$ cat src/rtl/sevenseg_capture.sv
// Snoops an active-low multiplexed 7-seg bus and recovers the shown hex word.
// Define SEVENSEG_CAPTURE_SYNC_EN to add a 2-flop input synchronizer.
module sevenseg_capture #(
  parameter int NDIG       = 4,
  parameter int STABLE_CYC = 4
) (
  input  logic              clk,
  input  logic              rst_n,
  input  logic [6:0]        seg_n,
  input  logic [NDIG-1:0]   an_n,
  output logic [4*NDIG-1:0] value,
  output logic [NDIG-1:0]   digit_valid,
  output logic              cap_stb,
  output logic              err_stb,
  output logic              frame_stb
);

  localparam logic [7:0] CMAX = 8'(STABLE_CYC - 1);

  logic [6:0]      seg_s;
  logic [6:0]      seg_h;
  logic [NDIG-1:0] an_s;
  logic [NDIG-1:0] an_h;
  logic [7:0]      cnt;
  logic [7:0]      cnt_nxt;
  logic            armed;
  logic [NDIG-1:0] seen;
  logic [NDIG-1:0] seen_or;
  logic [3:0]      ones;
  logic [3:0]      nib;
  logic            same;
  logic            legal;
  logic            fire;
  logic            hit;
  logic            blank;
  logic            all_seen;

`ifdef SEVENSEG_CAPTURE_SYNC_EN
  logic [6:0]      seg_m;
  logic [NDIG-1:0] an_m;

  always_ff @(posedge clk) begin
    if (!rst_n) begin
      seg_m <= '0;
      an_m  <= '0;
      seg_s <= '0;
      an_s  <= '0;
    end else begin
      seg_m <= ~seg_n;
      an_m  <= ~an_n;
      seg_s <= seg_m;
      an_s  <= an_m;
    end
  end
`else
  always_ff @(posedge clk) begin
    if (!rst_n) begin
      seg_s <= '0;
      an_s  <= '0;
    end else begin
      seg_s <= ~seg_n;
      an_s  <= ~an_n;
    end
  end
`endif

  // Active-high gfedcba back to {hit, nibble}
  function automatic logic [4:0] dec7(input logic [6:0] s);
    logic [4:0] r;
    case (s)
      7'h3f:   r = {1'b1, 4'h0};
      7'h06:   r = {1'b1, 4'h1};
      7'h5b:   r = {1'b1, 4'h2};
      7'h4f:   r = {1'b1, 4'h3};
      7'h66:   r = {1'b1, 4'h4};
      7'h6d:   r = {1'b1, 4'h5};
      7'h7d:   r = {1'b1, 4'h6};
      7'h07:   r = {1'b1, 4'h7};
      7'h7f:   r = {1'b1, 4'h8};
      7'h6f:   r = {1'b1, 4'h9};
      7'h77:   r = {1'b1, 4'ha};
      7'h7c:   r = {1'b1, 4'hb};
      7'h39:   r = {1'b1, 4'hc};
      7'h5e:   r = {1'b1, 4'hd};
      7'h79:   r = {1'b1, 4'he};
      7'h71:   r = {1'b1, 4'hf};
      default: r = 5'h00;
    endcase
    return r;
  endfunction

  always_comb begin
    same = (seg_s == seg_h) && (an_s == an_h);
    if (!same)
      cnt_nxt = '0;
    else if (cnt == CMAX)
      cnt_nxt = cnt;
    else
      cnt_nxt = cnt + 8'd1;

    ones = '0;
    for (int i = 0; i < NDIG; i++)
      ones = ones + 4'(an_h[i]);
    legal = (ones == 4'd1);

    // cnt_nxt reaching CMAX implies the held sample matched this edge
    fire = armed && legal && (cnt_nxt == CMAX);
    {hit, nib} = dec7(seg_h);
    blank = (seg_h == 7'd0);
    seen_or = fire ? (seen | an_h) : seen;
    all_seen = &seen_or;
  end

  always_ff @(posedge clk) begin
    if (!rst_n) begin
      seg_h       <= '0;
      an_h        <= '0;
      cnt         <= '0;
      armed       <= 1'b1;
      seen        <= '0;
      value       <= '0;
      digit_valid <= '0;
      cap_stb     <= 1'b0;
      err_stb     <= 1'b0;
      frame_stb   <= 1'b0;
    end else begin
      cnt       <= cnt_nxt;
      cap_stb   <= fire && hit;
      err_stb   <= fire && !hit && !blank;
      frame_stb <= fire && all_seen;
      seen      <= (fire && all_seen) ? '0 : seen_or;
      if (!same) begin
        seg_h <= seg_s;
        an_h  <= an_s;
        armed <= 1'b1;
      end else if (fire) begin
        armed <= 1'b0;
      end
      for (int i = 0; i < NDIG; i++) begin
        if (fire && an_h[i]) begin
          digit_valid[i] <= hit;
          if (hit)
            value[4*i +: 4] <= nib;
        end
      end
    end
  end

endmodule
$ cat config.mk
export PLATFORM = sky130hd
export DESIGN_NAME = sevenseg_capture
export DESIGN_NICKNAME = d
export VERILOG_FILES = /design/src/rtl/sevenseg_capture.sv
export SDC_FILE = /design/constraint.sdc
export NUM_CORES = 1
export LEC_CHECK = 0
export ABC_AREA = 1
export CAP_MARGIN = 10
export CORE_UTILIZATION = 35
export DETAILED_ROUTE_END_ITERATION = 6
export GPL_TIMING_DRIVEN = 0
export SYNTH_ARGS = -nofsm -noshare
export SYNTH_HDL_FRONTEND = slang
export SYNTH_SLANG_ARGS = --single-unit
$ cat constraint.sdc
create_clock -name clk -period 3.76 [get_ports clk]
set_input_delay 0.376 -clock clk [delete_from_list [all_inputs] [get_ports clk]]
set_output_delay 0.376 -clock clk [all_outputs]
set_load 0.01 [all_outputs]
---- Word-level counts from Yosys, hierarchy flattened ----
Index checks and enable logic that the tools add are counted.
word-level totals
  word-level logic and storage cells ...... 72
  output and inout port bits .............. 23
  bits of input ports ..................... 13
  register bits ........................... 58
cells by class
  reductions and logical operators ........ 21
  bitwise logic cells ..................... 4
  $add $sub $neg .......................... 4
  eq/ne operators ......................... 21
  mux-type cells .......................... 4
operators by type and width
  operator                                                         number
  7-bit == test, second input constant                             12
  5-bit one-hot mux with 16 select lines                           1
  8-bit by 2-bit == test with 1-bit output, second input constant  2
  8-bit two-way mux                                                2
  7-bit by 3-bit == test with 1-bit output, second input constant  2
  7-bit by 6-bit == test with 1-bit output, second input constant  2
  1-bit logical AND                                                11
  2-bit AND reduction                                              5
  8-bit by 1-bit adder with 8-bit output, second input constant    1
  7-bit == test                                                    1
  7-bit zero test                                                  1
  7-bit NOT                                                        1
  3-bit by 1-bit adder with 4-bit output                           1
  4-bit by 1-bit == test with 1-bit output, second input constant  1
  4-bit == test                                                    1
  4-bit two-way mux                                                1
  4-bit NOT                                                        1
  4-bit OR                                                         1
  4-bit AND reduction                                              1
  2-bit by 1-bit adder with 3-bit output                           1
  1-bit by 1-bit adder with 2-bit output                           1
  1-bit zero test                                                  2
  2-bit OR reduction                                               1
  1-bit NOT                                                        1

---- Longest topological paths before layout ----
  word-level depth ........................ 10
  mapped depth ............................ 15
  depth with buffers taken out ............ 15

---- Worst setup path after synthesis ----
No wires, ideal clock.
  path type ............................... register -> register
  from .................................... register an_h[0]
  to ...................................... register seen[0]
  data arrival time ....................... 2.498 ns
  required time ........................... 3.647 ns
  period minus slack after synthesis ...... 2.610 ns
  library setup time ...................... 0.113 ns
  slack ................................... 1.150 ns
  cell stages (with the launch flop) ...... 14
  path buffers ............................ 0
  cell sequence ........................... dfxtp_1 -> inv_1 -> fa_1 -> inv_1 -> ha_1 -> ha_1 -> nor3_1 -> nand4_2 -> nor2_4 -> nand3_2 -> nand2_2 -> nand4_2 -> nand2_2 -> nor2_1
on the way
  longest elaborated chain between the ends .. 10
  elaborated cells between the ends (all ways) .. 15
  those cells by class .................... add/sub: 3; eq/ne: 3; mux: 2; bitwise: 1; reduce/logical: 6
ends and longest elaborated chain
  item                                      RTL line  RTL
  start: declaration                        23        logic [NDIG-1:0] an_h;
  start signal: assignment                  134       an_h <= an_s;
  1-bit by 1-bit adder with 2-bit output    103       ones = ones + 4'(an_h[i]);
  2-bit by 1-bit adder with 3-bit output    103
  3-bit by 1-bit adder with 4-bit output    103
  4-bit by 1-bit == test with 1-bit output  104       legal = (ones == 4'd1);
  1-bit logical AND (2 in series)           107       fire = armed && legal && (cnt_nxt == CMAX);
  4-bit two-way mux                         110       seen_or = fire ? (seen | an_h) : seen;
  4-bit AND reduction                       111       all_seen = &seen_or;
  1-bit logical AND                         131       seen <= (fire && all_seen) ? '0 : seen_or;
  2-bit OR reduction (no line)              n/a
  end signal: assignment                    131
  end: declaration                          27        logic [NDIG-1:0] seen;
Parallel ways exist; a longest one is shown, timed or not.
A chain may end at the register's enable or synchronous reset.

---- Worst setup path in the final report ----
Ends and elaborated chain as after synthesis.

==> out/metrics.cfg <==
[floorplan]
row_count = 31
floorplan.initialDensity_pct = 36.5
die_h_um = 89.3
dieArea_mm2 = 0.00797
io_pins = 36
chipWidth_um = 89.3
core_mm2 = 0.00729

[sta]
maxSlewHeadroom_pct = 67.9
finalSetupViolCount = 0
fin_tns_setup_ns = 0
worst_slew_pin_slew_ns = 0.481
fmax_ghz = 0.344
rsz0062_at_grt = no
fin_crit_ns = 2.91
period_share_pct = 77.4
finalWorstSetupSlack_ns = 0.851
hold_violations = 0
clock_skew_ns = 0.00617
drv_slew = 0

[run]
cap_violations = 0

[synthesis]
yosys_warnings = 0
yosysSeqAreaShare_pct = 43.6
synth_top_family_by_area = simple AND/OR/NAND/NOR gates
synth_area_leaders = dfxtp_1, nand2_1, inv_1, nor2_1, a21oi_1
syn_nets = 374
yosysTopAreaCell = dfxtp_1
synth_fa_ha_area_share_pct = 2.16
muxShareOfSynthArea_pct = 0
syn_inst = 357
synth_top_cell_area_share_pct = 43.6
yosys_register_bits = 58
synth-compound-area-share_pct = 7.75
yosys.area_share.simple_pct = 32.3
netlist_area_mm2 = 0.00267
syn_area_per_cell_um2 = 7.47
ys_types = 30
synthXorXnorAreaFrac_pct = 4.27

[global_routing]
antenna_found_initial = 0
grt_usage_pct = 15.6
overflow = 0
grt_pass1_wl_mm = 9.36
first_global_vias = 2150
grt_max_degree = 11

[critical_path]
critPathMaxStageDelay_ns = 0.56
path_cells = inv_1 > fa_1 > inv_1 > ha_1 > ha_1 > nor3_1 > nand4_2 > nor2_4 > nand3_2 > nand2_1 > nand4_2 > nand2_2 > nor2_1
startpoint_type = register
end_kind = register
required_ns = 3.99
crit_arrival_ns = 3.14
critPathKind = reg2reg
slowest_stage = fa_1
path_max_fanout = 4

[detailed_routing]
first_pass_iters = 4
ant_nets = 0
drtIter0Drc = 52
routed-via-count = 2280
routedWlPerCell_um = 10.8
drt-total-wl_mm = 5.50
drc = 0
via_per_inst = 4.50

[clock_network]
cts-resized-gates = 0
cts_hold_buf = 0
cts_setup_buffers = 0
clk_pin_slew_worst_paths_ns = 0.06
cts_root_buf = clkbuf_8
cts_num_sinks = 58
clk_path_buf_depth = 2
insertion_delay_ns = 0.33
htree_levels = 3
cts_buffers = 9
tritoncts = done

[finish]
layout-area-overhead-vs-synth_pct = 26.6
drive_above_1_share_pct = 13.2
n_antenna_cell = 0
fin_cells = 507
nets = 420
design_area_mm2 = 0.00337

[min_path]
hold_class = reg2reg

[pwr]
power_density_mw_per_mm2 = 410
leakage_nw = 1.54
power_mw = 1.38
peakVddDrop_mv = 0.249

[placement]
place.port_buffers = 35
dp_cells = 491
dp_hpwl_mm = 4.21
dpl-instance-area_mm2 = 0.00314
dpl_worst_slack_ns = 0.853
place_congestion = 0.849

[outcome]
outcome = completed

flip-flops by register name (all words and copies together), names as in the netlist:
register,count
value,16
cnt,8
seg_h,7
seg_s,7
an_h,4
an_s,4
digit_valid,4
seen,4
armed,1
cap_stb,1
err_stb,1
frame_stb,1
logic make-up after synthesis:
| group | count (synthesis) |
|---|---|
| flops | 58 |
| buf+inv | 70 |
| fa+ha+maj | 4 |
| compound gates | 39 |
| xor+xnor | 13 |
| simple gates | 173 |
synth_stat cells:
cell / instances
a211oi_1: 1
a21oi_1: 22
a21oi_2: 1
a31oi_1: 1
buf_2: 1
clkbuf_1: 4
dfxtp_1: 58
fa_1: 1
ha_1: 3
inv_1: 55
inv_2: 10
nand2_1: 71
nand2_2: 6
nand2_4: 5
nand3_1: 17
nand3_2: 5
nand3_4: 1
nand4_1: 6
nand4_2: 2
nor2_1: 46
nor2_2: 5
nor2_4: 1
nor2_8: 2
nor3_1: 5
nor4_1: 1
o21ai_0: 4
o21ai_1: 9
o21ai_2: 1
xnor2_1: 10
xor2_1: 3
worst max-delay path: cells and delay by family, from the launching register on:
kind | cells | cell delay (ns)
adders and majority gates | 3 | 0.99
and+or+nand+nor | 8 | 1.25
DFF | 1 | 0.38
buffers and inverters | 2 | 0.20
layout make-up:
type	instances	area (µm²)
clock inverter	5	103
buffer	5	20.0
clock buffer	11	131
sequential	58	1160
timing repair buffer	35	350
inverter	65	244
tap	99	124
multi-input combinational	229	1240
fill	760	3920
routing by layer:
metal | global-route usage, % | vias to the layer above | share of wire [%]
li1 | - | 1202 | -
met1 | 19.0 | 1015 | 47
met2 | 25.3 | 49 | 47
met3 | 4.62 | 14 | 3.4
met4 | 6.93 | 0 | 2.4
met5 | 0 | - | 0
path summary, 6_finish.rpt:
| path | cells past startpoint | slack [ns] | start | end |
|---|---|---|---|---|
| setup / recovery | 13 | 0.85 | an_h[0]$_SDFFE_PN0N_ | seen[0]$_SDFF_PP0_ |
| hold / removal | 2 | 0.43 | an_s[0]$_SDFF_PN0_ | an_h[0]$_SDFFE_PN0N_ |
| setup reg to reg | 13 | 0.85 | an_h[0]$_SDFFE_PN0N_ | seen[0]$_SDFF_PP0_ |
| hold reg to reg | 2 | 0.43 | an_s[0]$_SDFF_PN0_ | an_h[0]$_SDFFE_PN0N_ |
per-stage QoR:
stage | hold WS, ns | utilization [%]
5_1_grt | 0.449 | 46.3
3_3_place_gp | 0.424 | 43.1
3_5_place_dp | 0.429 | 43.1
2_1_floorplan | 0.419 | -
4_1_cts | 0.434 | 46.3
6_report | 0.435 | 46.3
report_power, final:
| part | total (mW) | internal [mW] | leakage, nW | switching (mW) |
|---|---|---|---|---|
| clock network | 0.677 | 0.439 | 0.114 | 0.238 |
| logic | 0.0697 | 0.0323 | 0.957 | 0.0374 |
| registers | 0.636 | 0.626 | 0.472 | 0.0102 |
placed cells by master, fill, tap and decap left out, drive strengths merged:
master         count
a21oi             23
ha                 3
o21ai             14
xor2               3
inv               65
clkbuf            15
nor3               5
nand2             82
fa                 1
clkinv             1
nand4              8
a31oi              1
nand3             23
nor2              54
clkdlybuf4s50     35
xnor2             10
buf                1
dfxtp             58
bufinv             3
clkinvlp           1
a211oi             1
nor4               1
Note: power is estimated with default switching activity, not from simulation.
